==> src/rtl/oscan1_format_ctrl.sv <==
// rtl/oscan1_format_ctrl.sv - OScan1 target controller: escape detection, command decode, SF0/SF1 to JTAG
// SF1 and the TDO return path are compiled in only when OSCAN1_SF1_EN is defined.
module oscan1_format_ctrl #(
  parameter int CMD_BITS      = 4,
  parameter int TCK_PULSE     = 2,
  parameter int CNT_W         = 16,
  parameter int ESC_DESEL_MIN = 4,
  parameter int ESC_SEL_MIN   = 6,
  parameter int ESC_RESET_MIN = 8
) (
  input  logic             clk,
  input  logic             rst_n,
  input  logic             tckc,
  input  logic             tmsc_in,
  output logic             tmsc_out,
  output logic             tmsc_oen,
  output logic             jtag_tck,
  output logic             jtag_tms,
  output logic             jtag_tdi,
  input  logic             jtag_tdo,
  output logic             online,
  output logic [1:0]       format,
  output logic             cmd_error,
  output logic [CNT_W-1:0] bit_count
);
  typedef enum logic [1:0] {ST_OFFLINE, ST_CMD, ST_SF0, ST_SF1} state_t;

  state_t state, state_n, prev_state;
  logic tckc_m, tckc_s, tckc_d, tmsc_m, tmsc_s, tmsc_d;
  logic tckc_rise, tckc_fall, tmsc_edge;
  logic [3:0] esc_cnt;
  logic [CMD_BITS-1:0] shreg;
  logic [3:0] shcnt;
  logic rise_seen, tms_q;
  logic [2:0] pulse_cnt;
  logic esc_any, esc_sel, esc_reset, data_fall, cmd_done, cmd_bad;
  logic fire, fire_tms, fire_tdi;
`ifdef OSCAN1_SF1_EN
  logic [1:0] phase;
  logic ntdi_q, tdo_cap;
`else
  logic unused_tdo;
  assign unused_tdo = jtag_tdo;
  assign tmsc_oen   = 1'b1;
  assign tmsc_out   = 1'b0;
`endif

  assign online = (state == ST_SF0) || (state == ST_SF1);

  always_comb begin
    esc_any   = tckc_fall && (esc_cnt >= 4'(ESC_DESEL_MIN));
    esc_sel   = esc_any && (esc_cnt >= 4'(ESC_SEL_MIN));
    esc_reset = esc_any && (esc_cnt >= 4'(ESC_RESET_MIN));
    // A data fall only counts if its period's rise was also seen in a data format.
    data_fall = tckc_fall && !esc_any && rise_seen;
    cmd_done  = (state == ST_CMD) && (shcnt == 4'(CMD_BITS));
    cmd_bad   = 1'b1;
    if (shreg == CMD_BITS'(0) || shreg == CMD_BITS'(1) || shreg == '1) cmd_bad = 1'b0;
`ifdef OSCAN1_SF1_EN
    if (shreg == CMD_BITS'(2)) cmd_bad = 1'b0;
`endif
    fire     = 1'b0;
    fire_tms = tms_q;
    fire_tdi = tmsc_d;
    if (state == ST_SF0 && data_fall) fire = 1'b1;
`ifdef OSCAN1_SF1_EN
    if (state == ST_SF1 && tckc_rise && phase == 2'd1) begin
      fire     = 1'b1;
      fire_tms = tmsc_d;
      fire_tdi = ~ntdi_q;
    end
`endif
    state_n = state;
    if (esc_reset) state_n = ST_OFFLINE;
    else if (esc_sel) state_n = ST_CMD;
    else if (esc_any) state_n = ST_OFFLINE;
    else if (cmd_done) begin
      if (shreg == CMD_BITS'(0)) state_n = ST_OFFLINE;
      else if (shreg == CMD_BITS'(1)) state_n = ST_SF0;
      else if (shreg == '1) state_n = prev_state;
`ifdef OSCAN1_SF1_EN
      else if (shreg == CMD_BITS'(2)) state_n = ST_SF1;
`endif
    end
    case (state)
      ST_SF0:  format = 2'd1;
      ST_SF1:  format = 2'd2;
      default: format = 2'd0;
    endcase
  end

  always_ff @(posedge clk) begin
    if (!rst_n) state <= ST_OFFLINE;
    else        state <= state_n;
  end

  always_ff @(posedge clk) begin
    if (!rst_n) begin
      {tckc_m, tckc_s, tckc_d, tmsc_m, tmsc_s, tmsc_d} <= '0;
      {tckc_rise, tckc_fall, tmsc_edge} <= '0;
      esc_cnt    <= '0;
      shreg      <= '0;
      shcnt      <= '0;
      rise_seen  <= 1'b0;
      tms_q      <= 1'b1;
      pulse_cnt  <= '0;
      prev_state <= ST_OFFLINE;
      jtag_tck   <= 1'b0;
      jtag_tms   <= 1'b1;
      jtag_tdi   <= 1'b0;
      cmd_error  <= 1'b0;
      bit_count  <= '0;
    end else begin
      tckc_m    <= tckc;
      tckc_s    <= tckc_m;
      tckc_d    <= tckc_s;
      tmsc_m    <= tmsc_in;
      tmsc_s    <= tmsc_m;
      tmsc_d    <= tmsc_s;
      tckc_rise <= tckc_s & ~tckc_d;
      tckc_fall <= ~tckc_s & tckc_d;
      tmsc_edge <= tmsc_s ^ tmsc_d;

      if (tckc_rise) esc_cnt <= '0;
      else if (tmsc_edge && tckc_d && esc_cnt != 4'hf) esc_cnt <= esc_cnt + 4'd1;

      if (tckc_rise) rise_seen <= online;
      else if (tckc_fall) rise_seen <= 1'b0;

      if (tckc_rise && state == ST_SF0) tms_q <= tmsc_d;
      if (tckc_rise && state == ST_CMD) begin
        shreg <= {tmsc_d, shreg[CMD_BITS-1:1]};
        shcnt <= shcnt + 4'd1;
      end
      if (cmd_done) begin
        shcnt <= '0;
        if (cmd_bad) cmd_error <= 1'b1;
      end

      if (jtag_tck) begin
        if (pulse_cnt == 3'd0) jtag_tck <= 1'b0;
        else pulse_cnt <= pulse_cnt - 3'd1;
      end else if (fire) begin
        jtag_tck  <= 1'b1;
        pulse_cnt <= 3'(TCK_PULSE - 1);
        jtag_tms  <= fire_tms;
        jtag_tdi  <= fire_tdi;
        if (bit_count != '1) bit_count <= bit_count + CNT_W'(1);
      end

      if (esc_any) begin
        shcnt <= '0;
        if (esc_sel) begin
          cmd_error  <= 1'b0;
          prev_state <= online ? state : ST_OFFLINE;
        end
        if (esc_reset) bit_count <= '0;
      end
    end
  end

`ifdef OSCAN1_SF1_EN
  always_ff @(posedge clk) begin
    if (!rst_n) begin
      phase    <= 2'd0;
      ntdi_q   <= 1'b0;
      tdo_cap  <= 1'b0;
      tmsc_out <= 1'b0;
      tmsc_oen <= 1'b1;
    end else begin
      if (jtag_tck && pulse_cnt == 3'd0) tdo_cap <= jtag_tdo;
      if (tckc_rise && state == ST_SF1 && phase == 2'd0) ntdi_q <= tmsc_d;
      if (cmd_done) phase <= 2'd0;
      if (data_fall && state == ST_SF1) begin
        phase <= (phase == 2'd2) ? 2'd0 : phase + 2'd1;
        if (phase == 2'd1) begin
          tmsc_oen <= 1'b0;
          tmsc_out <= tdo_cap;
        end else begin
          tmsc_oen <= 1'b1;
        end
      end
      if (esc_any) begin
        phase    <= 2'd0;
        tmsc_oen <= 1'b1;
      end
    end
  end
`endif
endmodule
==> config.mk <==
export PLATFORM = sky130hd
export DESIGN_NAME = oscan1_format_ctrl
export DESIGN_NICKNAME = d
export VERILOG_FILES = /design/src/rtl/oscan1_format_ctrl.sv
export SDC_FILE = /design/constraint.sdc
export NUM_CORES = 1
export LEC_CHECK = 0
export CAP_MARGIN = 20
export CORE_UTILIZATION = 51
export CTS_BUF_LIST = sky130_fd_sc_hd__clkbuf_8
export CTS_CLUSTER_DIAMETER = 100
export CTS_CLUSTER_SIZE = 20
export DETAILED_ROUTE_END_ITERATION = 16
export PLACE_DENSITY = 0.77
export SYNTH_ARGS = -nofsm -noshare
export SYNTH_HDL_FRONTEND = slang
export SYNTH_SLANG_ARGS = --single-unit
==> constraint.sdc <==
create_clock -name clk -period 2.3 [get_ports clk]
set_input_delay 0.345 -clock clk [delete_from_list [all_inputs] [get_ports clk]]
set_output_delay 0.345 -clock clk [all_outputs]
set_load 0.02 [all_outputs]
# ---- Yosys cells after proc, flatten, opt, wreduce, memory -nomap -nowiden
# Cells that the tools add are included.
dict set report word_totals {
  ff_bits 50
  inputBits 5
  output_inout_bits 25
}
dict set report op_classes {
  addsub 4
  order_cmp 3
  eq_ne 9
  mux 26
  bitwise_logic 7
  n_reduce_logical 31
}
# op n
set op_table {}
lappend op_table {{$mux W16} 5}
lappend op_table {{$add A16 B1 Y16 const B} 1}
lappend op_table {{$ne A16 B16 Y1 const B} 1}
lappend op_table {{$mux W1} 13}
lappend op_table {{$logic_and A1 B1 Y1} 11}
lappend op_table {{$reduce_and A2 Y1} 5}
lappend op_table {{$mux W3} 3}
lappend op_table {{$add A4 B1 Y4 const B} 2}
lappend op_table {{$ge A4 B3 Y1 const B} 2}
lappend op_table {{$mux W2} 4}
lappend op_table {{$reduce_bool A3 Y1} 2}
lappend op_table {{$reduce_bool A5 Y1} 1}
lappend op_table {{$eq A2 B2 Y1 const B} 2}
lappend op_table {{$eq A4 B1 Y1 const B} 1}
lappend op_table {{$eq A4 B3 Y1 const B} 1}
lappend op_table {{$eq A4 B4 Y1 const B} 1}
lappend op_table {{$ge A4 B4 Y1 const B} 1}
lappend op_table {{$logic_not A4 Y1} 1}
lappend op_table {{$ne A4 B4 Y1 const B} 1}
lappend op_table {{$not A1 Y1} 4}
lappend op_table {{$pmux W2 S2} 1}
lappend op_table {{$reduce_bool A2 Y1} 2}
lappend op_table {{$reduce_or A2 Y1} 2}
lappend op_table {{$reduce_or A4 Y1} 1}
lappend op_table {{other kinds (9)} 12}

# ---- Longest topological paths before layout
# Gate-level depths: netlist of run 1.
dict set report logic_depth {
  word_depth 11
  depth_mapped 8
  ltp_nobuf 7
}

# ---- Worst setup path before layout of run 1
# No wires, ideal clock.
dict set report synth_path {
  path_type {reg-to-reg}
  start {register esc_cnt[2]}
  end {register bit_count[9]}
  setup_time_ns 0.070
  t_arrival_ns 2.184
  required_time_ns 2.230
  slack_ns 0.046
  stages_incl_launch_ff 7
  cell_sequence {dfxtp_1 > buf_6 > or4b_1 > buf_2 > or4_4 > or4_1 > a21oi_1}
}
dict set report synth_between {
  elab_chain_len 11
}
# element line
set synth_rtl {}
lappend synth_rtl {{start, declared} 31} ;# logic [3:0] esc_cnt;
lappend synth_rtl {{start signal, assigned} 125} ;# else if (tmsc_edge && tckc_d && esc_cnt != 4'hf) esc_cnt <= esc_cnt + 4'd1;
lappend synth_rtl {{$ge A4 B3 Y1} 51} ;# esc_any = tckc_fall && (esc_cnt >= 4'(ESC_DESEL_MIN));
lappend synth_rtl {{$logic_and A1 B1 Y1} 51}
lappend synth_rtl {{$logic_not A1 Y1} 55} ;# data_fall = tckc_fall && !esc_any && rise_seen;
lappend synth_rtl {{$logic_and A1 B1 Y1 (2 in a row)} 55}
lappend synth_rtl {{$logic_and A1 B1 Y1} 65} ;# if (state == ST_SF0 && data_fall) fire = 1'b1;
lappend synth_rtl {{$mux W1} 65}
lappend synth_rtl {{$mux W16} 143} ;# end else if (fire) begin
lappend synth_rtl {{$mux W16} 140} ;# if (jtag_tck) begin
lappend synth_rtl {{$mux W16} 157} ;# if (esc_reset) bit_count <= '0;
lappend synth_rtl {{$mux W16 (*)} 151} ;# if (esc_any) begin
lappend synth_rtl {{end signal, assigned} 148} ;# if (bit_count != '1) bit_count <= bit_count + CNT_W'(1);
lappend synth_rtl {{end, declared} 24} ;# output logic [CNT_W-1:0] bit_count
# Mark *: on every way between the ends. The rest lies on a longest branch, timed or not.
# A chain may end at the register's enable or synchronous reset.

# ---- Worst setup path after layout of run 1
dict set report layout_path {
  start {register state[0]}
  end {register bit_count[0]}
}
dict set report layout_between {
  elab_chain_len 7
}
# element line
set layout_rtl {}
lappend layout_rtl {{start, declared} 28} ;# state_t state, state_n, prev_state;
lappend layout_rtl {{start signal, assigned} 94} ;# else state <= state_n;
lappend layout_rtl {{$eq A2 B2 Y1 (*)} 65}
lappend layout_rtl {{$logic_and A1 B1 Y1 (*)} 65}
lappend layout_rtl {{$mux W1 (*)} 65}
lappend layout_rtl {{$mux W16 (*)} 143}
lappend layout_rtl {{$mux W16 (*)} 140}
lappend layout_rtl {{$mux W16} 157}
lappend layout_rtl {{$mux W16 (*)} 151}
# Marks and branches as above.

==> results.sh, run 1 <==
export IMPL_status="complete, no violations"
export IMPL_grt_pass1_vias=1877
export IMPL_grt_max_degree=27
export IMPL_synthCells=270
export IMPL_min_path_type="register to register"
export IMPL_final_cell_count_no_fill=354
export IMPL_holdBufCountCts=0
export IMPL_area_growth_pct=18.0
export IMPL_p_total_mw=1.42
export IMPL_cts_max_level=2
export IMPL_core_region_area_um2=4410
export IMPL_clkTransAtPathRegs_ps=90
export IMPL_fin_crit_sh=0.953
export IMPL_ys_warn_count=0
export IMPL_syn_area_um2=2360
export IMPL_start_util=0.535
export IMPL_reg2reg_depth=5
export IMPL_setup_violations=0
export IMPL_layout_drive_gt1_share=0.0927
export IMPL_start_kind="register"
export IMPL_cts_max_path_buffers=2
export IMPL_dr_pass1_iters=4
export IMPL_place_hpwl_mm=3.36
export IMPL_die_area_um2=4910
export IMPL_postCtsSetupRepairBufs=0
export IMPL_cts_resized=0
export IMPL_yosys_mux_area_fraction=0.0382
export IMPL_wirelength_mm=4.76
export IMPL_worst_pin_slew_ps=572
export IMPL_gp_congestion=0.776
export IMPL_drtAntennaViolNets=0
export IMPL_cp_max_fo=9
export IMPL_wl_per_cell_um=13.4
export IMPL_synth_top_family_by_area="simple AND/OR/NAND/NOR gates"
export IMPL_hold_depth=1
export IMPL_cp_required_ps=2520
export IMPL_cts_num_sinks=50
export IMPL_io_pin_count=30
export IMPL_synth_compound_area_share=0.124
export IMPL_timing_max_transition_violations_final=0
export IMPL_synthArstFlopShare=0
export IMPL_hold_viol=0
export IMPL_final_setup_tns_ps=0
export IMPL_synth_edf_count=0
export IMPL_rsz0062_at_grt="no"
export IMPL_final_util=0.631
export IMPL_die_x_um=70.0
export IMPL_drc_errors=0
export IMPL_antennaDiodeCount=0
export IMPL_placed_area_um2=2680
export IMPL_synth_xor_area_share=0.0260
export IMPL_arrival_ps=2410
export IMPL_cts_made_buffers=5
export IMPL_routed_via_count=2030
export IMPL_port_buffers=26
export IMPL_maxCapViolCount=0
export IMPL_setup_ws_ps=107
export IMPL_drt_iter0_drc=86
export IMPL_gr_total_overflow=0
export IMPL_fin_area_um2=2790
export IMPL_rows=24
export IMPL_hold_ws_ps=419
export IMPL_ys_types=50
export IMPL_nFillCells=386
export IMPL_synth_fa_ha_area_frac=0.0371
export IMPL_viasPerCell=5.73
export IMPL_cts_tree="built"
export IMPL_p_leak_nw=0.991
export IMPL_fin_skew_ps=4.08
export IMPL_gr_usage_all_layers=0.210
export IMPL_grt_pass1_wl_mm=8.44
export IMPL_nets=313
export IMPL_clock_fmax_mhz=456
export IMPL_ir_drop_uv=380
export IMPL_die_height_um=70.0
export IMPL_fin_crit_ps=2190
export IMPL_avgSynthCellArea_um2=8.74
export IMPL_antenna_found_initial=0
export IMPL_power_density_nw_per_um2=511
export IMPL_ys_seq_area_frac=0.424
export IMPL_cts_root_buffer="clkbuf_8"
export IMPL_insertion_delay_ps=290
export IMPL_dp_cells=346
export IMPL_synth_flop_cell="dfxtp_1"
export IMPL_synth_seq_cells=50
export IMPL_dpl_worst_slack_ps=62.9
export IMPL_synth_simple_gate_area_frac=0.294
export IMPL_end_kind="register"
export IMPL_path_class="register to register"
export IMPL_syn_num_nets=282
export IMPL_max_slew_margin=0.617
critical path: stages (launching register included):
cell and delay, ps:
dfxtp_1 320, or4b_4 570, or3_1 520, buf_4 230
or3_1 340, a21oi_1 140
synthesized netlist by cell type (3+ instances only):
cell / count / area [µm²]
a211oi_1: 3 / 22.5
a21boi_0: 3 / 22.5
a21oi_1: 14 / 70.1
a31oi_1: 3 / 18.8
and2_1: 11 / 68.8
clkbuf_1: 7 / 26.3
dfxtp_1: 50 / 1000
ha_1: 7 / 87.6
inv_1: 11 / 41.3
mux2i_1: 9 / 90.1
nand2_1: 29 / 109
nand2b_1: 4 / 25.0
nand3_1: 13 / 65.1
nand4_1: 6 / 37.5
nor2_1: 15 / 56.3
nor2b_1: 10 / 62.6
nor3_1: 7 / 35.0
nor4_1: 6 / 37.5
o21ai_0: 6 / 30.0
o31ai_1: 6 / 45.0
or2_2: 3 / 18.8
or4_1: 6 / 45.0
xnor2_1: 4 / 35.0
xor2_1: 3 / 26.3
layer usage:
layer  wire length [µm]  GRT usage  share of wire  vias up
li1                   -          -              -     1022
met1               2240      0.271           0.47      956
met2               2260      0.341           0.47       44
met3                174     0.0505          0.037        8
met4                 87     0.0800          0.018        0
met5                  0          0              0        -
sequential cells by signal, indices dropped and copies added (netlist names):
name	count
tckc_d	1
shcnt	4
tmsc_s	1
tckc_fall	1
tckc_rise	1
rise_seen	1
tmsc_m	1
fire_tms	1
prev_state	2
tmsc_edge	1
state	2
esc_cnt	4
jtag_tms	1
tckc_m	1
tckc_s	1
jtag_tck	1
shreg	4
pulse_cnt	3
jtag_tdi	1
bit_count	16
cmd_error	1
fire_tdi	1
power by group:
part           internal (mW)  switching (mW)  leakage, nW
combinational         0.0142          0.0218        0.535
sequential             0.871         0.00348        0.404
clock                  0.239           0.276       0.0524
logic make-up after synthesis:
kind of cell             count (synthesis)
AO/OA/AOI/OAI                           45
other                                    2
AND/OR/NAND/NOR                        126
adder cells (fa/ha/maj)                  7
buffers and inverters                   24
multiplexers                             9
XOR/XNOR                                 7
flip-flops                              50
final cells by class:
| class | instances | area, µm² | share of cell area |
|---|---|---|---|
| flip-flops and latches | 50 | 1000 | 0.359 |
| repair buffers | 37 | 343 | 0.123 |
| clock buffers | 6 | 82.6 | 0.0296 |
| clock inverters | 2 | 8.76 | 0.00314 |
| well taps | 52 | 65.1 | 0.0234 |
| multi-input cells | 196 | 1240 | 0.447 |
| inverters | 11 | 41.3 | 0.0148 |
cells in the final DEF, fill, tap and decap left out, types with 2 or more instances in the layout:
master           count
nand2_1             29
nand4b_1             2
clkbuf_8             6
o22ai_1              2
conb_1               2
nor4_1               6
a41oi_1              2
ha_1                 7
dfxtp_1             50
clkdlybuf4s50_1     26
nor2_1              15
o31ai_1              6
o21ai_0              6
nand2b_1             4
xnor2_1              4
mux2i_1              9
and2_1              11
nand4_1              6
or2_2                3
buf_4               11
a21oi_1             14
or4_1                6
xor2_1               3
and3_1               2
a31oi_1              3
a211oi_1             3
nand3_1             13
inv_1               12
a21boi_0             3
or3_1                2
nor3_1               7
nor2b_1             10
path summary, 6_finish.rpt:
path                               start           end  slack, ps
worst min register to register    tckc_s     tckc_fall        420
worst min-delay path              tckc_s     tckc_fall        420
worst max-delay path            state[0]  bit_count[0]        110
worst max register to register  state[0]  bit_count[0]        110
No activity file was read; power rests on OpenSTA's default activity.
==> run 2, diff against run 1 <==
--- a/config.mk
+++ b/config.mk
@@ -12,6 +12,7 @@
 export CTS_CLUSTER_SIZE = 20
 export DETAILED_ROUTE_END_ITERATION = 16
 export PLACE_DENSITY = 0.77
+export REMOVE_ABC_BUFFERS = 1
 export SYNTH_ARGS = -nofsm -noshare
 export SYNTH_HDL_FRONTEND = slang
 export SYNTH_SLANG_ARGS = --single-unit
==> run 2 against run 1 <==
Effect of this change:
- power rose by 1.1%
- wire length down 4.1%
- die area did not move
- register-to-register slack barely moved
- clock power grew 3%
- sequential share of layout area is the same
- maximum frequency decreased by 0.47%
- non-clock buffer count unchanged
- setup slack worse by 10 ps
- combinational power shrank 3%
- sequential power barely moved
- utilization stayed put
==> results.sh, run 2 (synthesis gave the netlist of run 1 again) <==
export IMPL_hold_viol=0
export IMPL_dr_pass1_iters=4
export IMPL_hold_ws_ps=412
export IMPL_start_util=0.535
export IMPL_path_class="register to register"
export IMPL_wl_per_cell_um=12.9
export IMPL_fin_area_um2=2790
export IMPL_grt_pass1_wl_mm=7.90
export IMPL_grt_pass1_vias=1778
export IMPL_rsz0062_at_grt="no"
export IMPL_dpl_worst_slack_ps=69.0
export IMPL_grt_max_degree=26
export IMPL_largest_reg_flops=16
export IMPL_p_total_mw=1.44
export IMPL_worst_pin_slew_ps=566
export IMPL_drc_errors=0
export IMPL_final_util=0.631
export IMPL_p_leak_nw=0.984
export IMPL_cp_required_ps=2540
export IMPL_fin_crit_sh=0.958
export IMPL_cts_max_path_buffers=2
export IMPL_maxCapViolCount=0
export IMPL_gp_congestion=0.816
export IMPL_rows=24
export IMPL_area_growth_pct=18.0
export IMPL_min_path_type="register to register"
export IMPL_timing_max_transition_violations_final=0
export IMPL_cts_made_buffers=5
export IMPL_min_to="tckc_fall"
export IMPL_hold_depth=1
export IMPL_antenna_found_initial=0
export IMPL_cts_root_buffer="clkbuf_8"
export IMPL_insertion_delay_ps=310
export IMPL_r2r_end="bit_count[9]"
export IMPL_final_setup_tns_ps=0
export IMPL_path_cells="or4b_4 -> or4_4 -> or4_1 -> a21oi_2"
export IMPL_core_region_area_um2=4410
export IMPL_start_kind="register"
export IMPL_port_buffers=26
export IMPL_routed_via_count=1960
export IMPL_fin_crit_ps=2200
export IMPL_setup_violations=0
export IMPL_fin_skew_ps=6.50
export IMPL_drt_iter0_drc=94
export IMPL_status="complete, no violations"
export IMPL_hold_start="tckc_s"
export IMPL_antennaDiodeCount=0
export IMPL_dp_cells=346
export IMPL_drtAntennaViolNets=0
export IMPL_place_hpwl_mm=3.22
export IMPL_end_kind="register"
export IMPL_gr_usage_all_layers=0.199
export IMPL_layout_drive_gt1_share=0.0960
export IMPL_power_density_nw_per_um2=517
export IMPL_final_common_cell="dfxtp_1"
export IMPL_die_height_um=70.0
export IMPL_setup_ws_ps=96.6
export IMPL_r2r_slack_ps=100
export IMPL_viasPerCell=5.54
export IMPL_critPathTopFamily="simple AND/OR/NAND/NOR gates"
export IMPL_cp_max_fo=6
export IMPL_r2r_start="state[0]"
export IMPL_max_slew_margin=0.622
export IMPL_critPathSlowestCell="or4_4"
export IMPL_ir_drop_uv=387
export IMPL_cts_max_level=2
export IMPL_die_area_um2=4910
export IMPL_clkTransAtPathRegs_ps=100
export IMPL_crit_buf_inv=0
export IMPL_io_pin_count=30
export IMPL_nets=313
export IMPL_cts_tree="built"
export IMPL_cts_num_sinks=50
export IMPL_arrival_ps=2440
export IMPL_postCtsSetupRepairBufs=0
export IMPL_gr_total_overflow=0
export IMPL_nFillCells=377
export IMPL_wirelength_mm=4.56
export IMPL_reg2reg_depth=4
export IMPL_placed_area_um2=2680
export IMPL_die_x_um=70.0
export IMPL_clock_fmax_mhz=454
export IMPL_slowest_delay_ps=600
export IMPL_regMostFlops="bit_count"
export IMPL_layout_common_cells="dfxtp_1 (50), nand2_1 (29), clkdlybuf4s50_1 (26), nor2_1 (15)"
export IMPL_final_cell_count_no_fill=354
run 2: cell types whose count changed in the layout (fill, tap and decap cells not counted), sizes merged:
cell      delta
clkbuf       -1
clkinvlp     +1
run 2: timing repair:
item | 4_1_cts | 5_1_grt
endpoints found under the hold margin | 0 | 0
endpoints found under the setup margin | 0 | 8
hold buffers | 0 | 0
resized for setup | 0 | 2
run 2: area by class of cell:
class                      count  area, µm²  area share
clock inverter                 3       25.0     0.00898
timing repair buffer          37        343       0.123
tap                           52       65.1      0.0234
multi-input combinational    196       1240       0.446
clock buffer                   5       68.8      0.0247
sequential                    50       1000       0.359
inverter                      11       41.3      0.0148
run 2: worst max-delay path by stage:
stage             start           end  slack, ps  depth (start not counted)
4_1_cts        state[0]  bit_count[0]         40                          5
2_1_floorplan  state[1]  bit_count[4]        -30                          4
6_report       state[0]  bit_count[9]        100                          4
5_1_grt        state[0]  bit_count[0]          6                          5
3_5_place_dp   state[0]  bit_count[7]         70                          4
3_3_place_gp   state[0]  bit_count[9]        100                          4
run 2: layer usage:
metal / global-route usage / wire length [µm] / part of all wire / vias up
met2: 0.309 / 2020 / 0.44 / 49
met3: 0.0491 / 189 / 0.041 / 7
li1: - / - / - / 1021
met5: 0 / 0 / 0 / -
met4: 0.0622 / 56 / 0.012 / 0
met1: 0.271 / 2300 / 0.50 / 883
run 2: power breakdown:
group	internal, mW	switching [mW]
combinational	0.0142	0.0209
sequential	0.871	0.00331
clock	0.220	0.311
total	1.10	0.335
==> run 3, diff against run 2 <==
--- a/config.mk
+++ b/config.mk
@@ -6,6 +6,7 @@
 export NUM_CORES = 1
 export LEC_CHECK = 0
 export CAP_MARGIN = 20
+export CORE_ASPECT_RATIO = 0.6
 export CORE_UTILIZATION = 51
 export CTS_BUF_LIST = sky130_fd_sc_hd__clkbuf_8
 export CTS_CLUSTER_DIAMETER = 100
==> run 3 against run 2 <==
Effect of this change:
- register-to-register slack improved by 20 ps
- critical path type unchanged
- sequential power about the same
- critical path depth is the same
==> results.sh, run 3 (synthesis gave the netlist of run 1 again) <==
export IMPL_cts_root_buffer="clkbuf_8"
export IMPL_combinationalPowerShare=0.022
export IMPL_max_slew_margin=0.634
export IMPL_crit_path_start="state[0]"
export IMPL_path_class="register to register"
export IMPL_die_area_um2=4910
export IMPL_antenna_found_initial=0
export IMPL_grt_pass1_vias=1656
export IMPL_port_buffers=26
export IMPL_insertion_delay_ps=310
export IMPL_maxCapViolCount=0
export IMPL_fin_crit_ps=2180
export IMPL_cp_max_fo=6
export IMPL_hold_start="tckc_s"
export IMPL_clkPwrFrac=0.449
export IMPL_start_util=0.552
export IMPL_gr_total_overflow=0
export IMPL_internal_power_mw=1.32
export IMPL_place_hpwl_mm=3.56
export IMPL_cts_resized=0
export IMPL_cts_made_buffers=5
export IMPL_final_setup_tns_ps=0
export IMPL_gp_congestion=0.795
export IMPL_drc_errors=0
export IMPL_layout_common_cells="dfxtp_1 (50), nand2_1 (29), clkdlybuf4s50_1 (26), nor2_1 (15), a21oi_1 (14)"
export IMPL_placed_area_um2=2690
export IMPL_cts_tree="built"
export IMPL_gr_usage_all_layers=0.216
export IMPL_r2r_end="bit_count[9]"
export IMPL_core_region_area_um2=4280
export IMPL_antennaDiodeCount=0
export IMPL_hold_viol=0
export IMPL_p_leak_nw=1.01
export IMPL_cts_max_path_buffers=2
export IMPL_holdBufCountCts=0
export IMPL_cp_required_ps=2530
export IMPL_drt_iter0_drc=126
export IMPL_wirelength_mm=4.99
export IMPL_fin_area_um2=2850
export IMPL_regMostFlops="bit_count"
export IMPL_die_x_um=89.8
export IMPL_hold_depth=1
export IMPL_wl_per_cell_um=13.8
export IMPL_dr_pass1_iters=4
export IMPL_rsz0062_at_grt="no"
export IMPL_clock_fmax_mhz=458
export IMPL_r2r_slack_ps=120
export IMPL_rows=18
export IMPL_min_path_type="register to register"
export IMPL_swShare=0.200
export IMPL_nets=313
export IMPL_power_frac_seq=0.529
export IMPL_final_common_cell="dfxtp_1"
export IMPL_postCtsSetupRepairBufs=0
export IMPL_die_height_um=54.7
export IMPL_nFillCells=368
export IMPL_layout_drive_gt1_share=0.0993
export IMPL_grt_max_degree=27
export IMPL_cts_num_sinks=50
export IMPL_power_density_nw_per_um2=580
export IMPL_end_kind="register"
export IMPL_p_sw_mw=0.331
export IMPL_min_to="tckc_fall"
export IMPL_area_growth_pct=20.6
export IMPL_timing_max_transition_violations_final=0
export IMPL_cts_max_level=2
export IMPL_setup_violations=0
export IMPL_fin_skew_ps=8.18
export IMPL_start_kind="register"
export IMPL_r2r_start="state[0]"
export IMPL_worst_pin_slew_ps=548
export IMPL_viasPerCell=5.61
export IMPL_arrival_ps=2420
export IMPL_clkTransAtPathRegs_ps=100
export IMPL_reg2reg_depth=4
export IMPL_status="complete, no violations"
export IMPL_fin_crit_sh=0.949
export IMPL_ir_drop_uv=379
export IMPL_routed_via_count=2030
export IMPL_drtAntennaViolNets=0
export IMPL_grt_pass1_wl_mm=8.14
export IMPL_io_pin_count=30
export IMPL_hold_ws_ps=425
export IMPL_largest_reg_flops=16
## run 3: cell count changes in the layout (fill, tap and decap cells not counted)
cell | before | now
inv_6 | 1 | 0
or3_1 | 2 | 1
or3_4 | 0 | 1
a21oi_1 | 13 | 14
a21oi_2 | 1 | 0
nor4b_2 | 0 | 1
bufinv_16 | 0 | 2
nor4b_1 | 1 | 0
clkinvlp_4 | 1 | 0
## run 3: final cells by class
type                       instances  area, µm²  share of cell area
multi-input combinational        196       1250               0.439
sequential                        50       1000               0.352
timing repair buffer              37        343               0.120
tap                               60       75.1              0.0264
clock buffer                       5       68.8              0.0242
clock inverter                     3       68.8              0.0242
inverter                          11       41.3              0.0145
## run 3: worst max-delay path by stage
stage / to / slack [ps] / cells past startpoint
after floorplan: bit_count[4] / -30 / 4
after global placement: bit_count[9] / 100 / 4
after detailed placement: bit_count[8] / 80 / 4
after CTS: bit_count[8] / 50 / 4
after global routing: bit_count[7] / 20 / 4
final: bit_count[9] / 120 / 4
## run 3: layer usage
| metal | track usage | wire length [µm] | vias up |
|---|---|---|---|
| li1 | - | - | 1022 |
| met2 | 0.299 | 1980 | 64 |
| met3 | 0.0778 | 344 | 5 |
| met1 | 0.313 | 2640 | 939 |
| met4 | 0.0574 | 27 | 0 |
| met5 | 0 | 0 | - |
## run 3: metrics by stage
| stage | setup WS [ps] | power, mW | util | cells |
|---|---|---|---|---|
| after global placement | 98.7 | 0.929 | 0.630 | 354 |
| after global routing | 15.3 | 1.71 | 0.665 | 362 |
| after floorplan | -30.3 | 0.911 | - | 257 |
| after CTS | 55.0 | 1.66 | 0.662 | 362 |
| after detailed placement | 77.1 | 0.930 | 0.630 | 354 |
| final | 118 | 1.65 | 0.665 | 362 |
## run 3: worst max-delay path: stages, from the launching register on
cell and delay (ps):
dfxtp_1 320, or4b_4 570, or4_4 600, or4_1 480, a21oi_1 140
## run 3: power groups by stage
| stage | registers [mW] | logic, mW | clock network (mW) |
|---|---|---|---|
| after floorplan | 0.893 | 0.0179 | 0 |
| after global placement | 0.894 | 0.0349 | 0 |
| after detailed placement | 0.895 | 0.0357 | 0 |
| after CTS | 0.874 | 0.0359 | 0.750 |
| after global routing | 0.876 | 0.0400 | 0.791 |
| final | 0.874 | 0.0358 | 0.742 |
